<file path="src/rtl/fdiv_arbiter.sv">
// fdiv_arbiter: round-robin sharing of one fp16 divider among N_REQ lanes.
// Sequences the divider through clear/start/wait and tags each quotient.
module fdiv_arbiter #(
  parameter int N_REQ   = 4,
  parameter int ID_W    = 2,
  parameter int TIMEOUT = 64
) (
  input  logic                 clk,
  input  logic                 reset,
  input  logic [N_REQ-1:0]     req_valid,
  input  logic [16*N_REQ-1:0]  req_a,
  input  logic [16*N_REQ-1:0]  req_b,
  output logic [N_REQ-1:0]     req_ready,
  output logic                 resp_valid,
  output logic [ID_W-1:0]      resp_id,
  output logic [15:0]          resp_data,
  output logic                 resp_err,
  output logic                 busy,
  output logic                 div_reset,
  output logic                 div_enable,
  output logic [15:0]          div_f1,
  output logic [15:0]          div_f2,
  input  logic [15:0]          div_f,
  input  logic                 div_done
);

  localparam int CNT_W = $clog2(TIMEOUT + 1);

  typedef enum logic [2:0] {
    S_IDLE,
    S_CLR,
    S_START,
    S_WAIT,
    S_RESP
  } state_t;

  state_t r_state;
  state_t w_next;

  logic [ID_W-1:0]  r_ptr;
  logic [ID_W-1:0]  r_cur_id;
  logic [ID_W-1:0]  r_resp_id;
  logic [15:0]      r_op_a;
  logic [15:0]      r_op_b;
  logic [15:0]      r_data;
  logic             r_err;
  logic [CNT_W-1:0] r_cnt;

  logic [ID_W-1:0]  w_win;
  logic [ID_W-1:0]  w_idx;
  logic             w_any;
  logic             w_timeout;
  logic [15:0]      w_a;
  logic [15:0]      w_b;
  int               w_j;

  // Scan upward from r_ptr, wrapping, and take the first valid requester.
  always_comb begin
    w_any = 1'b0;
    w_win = '0;
    w_j   = 0;
    w_idx = '0;
    for (int k = 0; k < N_REQ; k++) begin
      w_j = int'(r_ptr) + k;
      if (w_j >= N_REQ) w_j = w_j - N_REQ;
      w_idx = ID_W'(w_j);
      if (!w_any && req_valid[w_idx]) begin
        w_any = 1'b1;
        w_win = w_idx;
      end
    end
  end

  always_comb begin
    w_a = '0;
    w_b = '0;
    for (int k = 0; k < N_REQ; k++) begin
      if (ID_W'(k) == w_win) begin
        w_a = req_a[16*k +: 16];
        w_b = req_b[16*k +: 16];
      end
    end
  end

  always_comb begin
    req_ready = '0;
    if (r_state == S_IDLE && w_any) req_ready[w_win] = 1'b1;
  end

  always_comb begin
    w_next    = r_state;
    w_timeout = 1'b0;
    unique case (r_state)
      S_IDLE:  if (w_any) w_next = S_CLR;
      S_CLR:   w_next = S_START;
      S_START: w_next = S_WAIT;
      S_WAIT: begin
        if (div_done) begin
          w_next = S_RESP;
        end else if (r_cnt == CNT_W'(TIMEOUT)) begin
          w_next    = S_RESP;
          w_timeout = 1'b1;
        end
      end
      S_RESP:  w_next = S_IDLE;
      default: w_next = S_IDLE;
    endcase
  end

  always_ff @(posedge clk) begin
    if (reset) begin
      r_state   <= S_IDLE;
      r_ptr     <= '0;
      r_cur_id  <= '0;
      r_resp_id <= '0;
      r_op_a    <= '0;
      r_op_b    <= '0;
      r_data    <= '0;
      r_err     <= 1'b0;
      r_cnt     <= '0;
    end else begin
      r_state <= w_next;
      if (r_state == S_IDLE && w_any) begin
        r_op_a   <= w_a;
        r_op_b   <= w_b;
        r_cur_id <= w_win;
      end
      if (r_state == S_START) r_cnt <= '0;
      if (r_state == S_WAIT) begin
        if (div_done) begin
          r_data    <= div_f;
          r_err     <= 1'b0;
          r_resp_id <= r_cur_id;
        end else if (w_timeout) begin
          r_data    <= 16'h7E00;
          r_err     <= 1'b1;
          r_resp_id <= r_cur_id;
        end else begin
          r_cnt <= r_cnt + CNT_W'(1);
        end
      end
      if (r_state == S_RESP) begin
        if (r_cur_id == ID_W'(N_REQ - 1)) r_ptr <= '0;
        else r_ptr <= r_cur_id + ID_W'(1);
      end
    end
  end

  assign resp_valid = (r_state == S_RESP);
  assign resp_id    = r_resp_id;
  assign resp_data  = r_data;
  assign resp_err   = r_err;
  assign busy       = (r_state != S_IDLE);
  assign div_reset  = reset | (r_state == S_CLR);
  assign div_enable = (r_state == S_START);
  assign div_f1     = r_op_a;
  assign div_f2     = r_op_b;

endmodule
</file>
<file path="config.mk">
export PLATFORM = sky130hd
export DESIGN_NAME = fdiv_arbiter
export DESIGN_NICKNAME = d
export VERILOG_FILES = /design/src/rtl/fdiv_arbiter.sv
export SDC_FILE = /design/constraint.sdc
export NUM_CORES = 1
export LEC_CHECK = 0
export CORE_MARGIN = 2
export CORE_UTILIZATION = 33
export CTS_CLUSTER_SIZE = 40
export DETAILED_ROUTE_END_ITERATION = 8
export GPL_TIMING_DRIVEN = 0
export PLACE_DENSITY = 0.85
export SYNTH_ARGS = -nofsm -noshare
export SYNTH_HDL_FRONTEND = slang
export SYNTH_SLANG_ARGS = --single-unit
</file>
<file path="constraint.sdc">
create_clock -name clk -period 2.05 [get_ports clk]
set_clock_uncertainty 0.2 [all_clocks]
set_input_delay 0.41 -clock clk [delete_from_list [all_inputs] [get_ports clk]]
set_output_delay 0.41 -clock clk [all_outputs]
set_load 0.005 [all_outputs]
</file>
==> reports/results.txt <==
DRC errors left = 0
CTS tree = done
First-pass GRT wire length = 22.0 mm
Most frequent cell after synthesis = nand3_1
LEAKAGE = 2.42 nW
Detailed placer's ending HPWL = 10.9 mm
Crit path largest cell delay = 0.37 ns
Number of synthesized flops with an enable pin = 0
Critical Path AT = 1.79 ns
Die Area = 10500 um2
Vias in the first global route = 4410
GRT Total Usage = 26.7%
Final Power = 3.79 mW
Synth top cells by count = 93 x nand3_1, 65 x dfxtp_1, 32 x a32oi_1, 28 x nor2_1
Number of vias per cell = 5.72
Final wirelength = 15.7 mm
Dominant synthesized flop cell = dfxtp_1
Failing checks = negative setup slack
Final Wtd Congestion = 0.828
Top cells by area, synth = dfxtp_1 41%, nand3_1 15%, a32oi_1 8.7%
DIE WIDTH = 103 um
DR vias = 4400
Register area share after synthesis = 40.6%
Warnings, synthesis = 0
Gate Count Post-Synth = 392
CTS HTree Levels = 3
Post-route ant nets = 0
Layout cells sized above 1 = 22.2%
Core area = 9330 um2
Worst-margin pin slew = 0.674 ns
Final hold violations = 0
CP startpoint kind = flip-flop
Dpl cells = 730
Minimum clock period after layout = 2.40 ns
Row count = 35
Worst Setup End Kind = output pin
Final Cycle Share = 117%
Initial antenna violation count = 0
Fillcell total = 742
Cts bufs inserted = 9
Avg Inst Size Synth = 8.18 um2
Critical path's slowest cell = dfxtp_4
Worst EP required = 1.44 ns
FMAX = 0.416 GHz
Register area = 1320 um2
#FFs+latches synth = 65
I/O Buffers = 209
WS Path Type = flip-flop to output pin
Worst Path Buf+Inv = 4
Final setup viols = 36
CP top delay family = buffers and inverters
Synth top area share = 40.6%
Largest net degree at the start of global routing = 12
Async set-reset flop share out of synthesis = 0%
Die H = 103 um
Count of hold-fix buffers inserted at cts = 0
Layout Cells excl Fill = 769
Area of the mapped netlist = 3210 um2
Net Count, Synth = 546
Unrepaired setup endpoints after global routing = yes
Hold Crit Class = flip-flop to flip-flop
Pwr Density = 590 nW/um2
# IOs = 210
Yosys top cell by area = dfxtp_1
Clock sinks = 65
Maxcap violations = 0
Clock Path Buffers = 2
Worst relative slew slack = 55.1%
Clk root buf = clkbuf_8
Pre-Repair DR Iteration Count = 4
Setup TNS = -6.28 ns
Status = complete, but fails checks
Worst skew pair latency = 0.33 ns
CTS clk-pin slew, worst paths = 0.09 ns
Starting DRT DRC Count = 200
PnR worst setup slack = -0.352 ns
Final net count = 788
Initial Util = 34.4%
GRT overflow = 0
Critical Path Fanout Max = 3
Area delta synth->final = 100%
Drt wl/cell = 20.4 um
Cell Chain, Critical Path = inv_4 > o21a_1 > buf_4 > o22a_4 > clkbuf_16 > nor3_4 > buf_2
Peak VDD IR = 387 uV
Post-synth cell types = 39
Pins Over Slew Limit = 0
Multi-input gate area = 2070 um2
==> path summary, 6_finish.rpt <==
check        startpoint           end  slack, ns  cells past startpoint
min          resp_id[1]    resp_id[1]       0.28                      2
max            r_ptr[0]  req_ready[0]      -0.35                      7
max reg2reg    r_ptr[0]    div_f2[13]      -0.22                      9
min reg2reg  resp_id[1]    resp_id[1]       0.28                      2
==> routing by layer <==
| layer | GRT usage [%] | up-vias | share of wire (%) | routed length (um) |
|---|---|---|---|---|
| li1 | - | 2009 | - | - |
| met1 | 28.7 | 2126 | 37 | 5830 |
| met2 | 47.4 | 218 | 51 | 8000 |
| met3 | 8.88 | 47 | 8.1 | 1270 |
| met4 | 12.0 | 0 | 3.5 | 553 |
| met5 | 0 | - | 0 | 0 |
==> power breakdown <==
group	total [mW]	internal (mW)	switching, mW
Clock	1.26	0.723	0.537
Combinational	1.09	0.652	0.442
Sequential	1.43	1.36	0.0730
Total	3.79	2.74	1.05
==> per-stage QoR <==
step / area, um2 / setup WS [ns] / utilization (%) / hold slack, ns
6_report: 6420 / -0.352 / 68.9 / 0.277
5_1_grt: 6420 / -0.418 / 68.8 / 0.297
4_1_cts: 6120 / -0.364 / 65.6 / 0.276
3_5_place_dp: 5480 / -1.57 / 58.7 / 0.255
3_3_place_gp: 5480 / -1.47 / 58.7 / 0.249
2_1_floorplan: 3220 / -0.0486 / - / 0.248
==> layout by cell type (no fill, tap or decap), types with 5 or more instances in the layout <==
master and instances:
buf_8 7, a21oi_1 11, nor2_1 25, o221a_2 6, a32oi_2 19, dfxtp_1 60, clkbuf_1 8, buf_2 10
buf_4 21, nand3_1 87, clkbuf_2 9, nand4_1 24, a32oi_1 13, inv_1 13, a22oi_1 10, o2111ai_1 5
clkbuf_8 11, clkdlybuf4s50_1 197, nand2_1 11, nand3_2 5
==> layout make-up <==
class                      count  share of cell area (%)
clock buffer                  12                    2.26
multi-input combinational    277                    32.3
sequential                    65                    20.5
inverter                      15                   0.915
tap                          129                    2.51
antenna                        1                  0.0390
buffer                        31                    3.99
timing repair buffer         235                    36.3
clock inverter                 4                    1.19
==> flip-flops by register name (all words and copies together) (netlist names) <==
signal / count
r_cur_id: 2
resp_err: 1
r_state: 3
div_f2: 16
resp_id: 2
resp_data: 16
div_f1: 16
r_cnt: 7
r_ptr: 2
==> cell families (layout without fill, tap and decap cells) <==
| group | Yosys count | in the layout | synth area share [%] |
|---|---|---|---|
| AND/OR/NAND/NOR | 185 | 185 | 29.4 |
| multiplexers | 3 | 3 | 0.975 |
| adder cells (fa/ha/maj) | 3 | 3 | 1.17 |
| flip-flops | 65 | 65 | 40.6 |
| AO/OA/AOI/OAI | 86 | 86 | 21.3 |
| other | 0 | 1 | 0 |
| buffers and inverters | 50 | 297 | 6.59 |
==> worst min-delay path, delay by kind of cell (launching register included) <==
family           cells  cell delay, ns
flip-flops           1            0.32
AND/OR/NAND/NOR      1            0.06
AO/OA/AOI/OAI        1            0.05
==> what timing repair did <==
action	CTS	global route
buffers inserted	15	7
setup endpoints to repair	57	55
cloned	1	3
resized for setup	119	54
pin swaps	11	58
(Power assumes the default switching activity.)
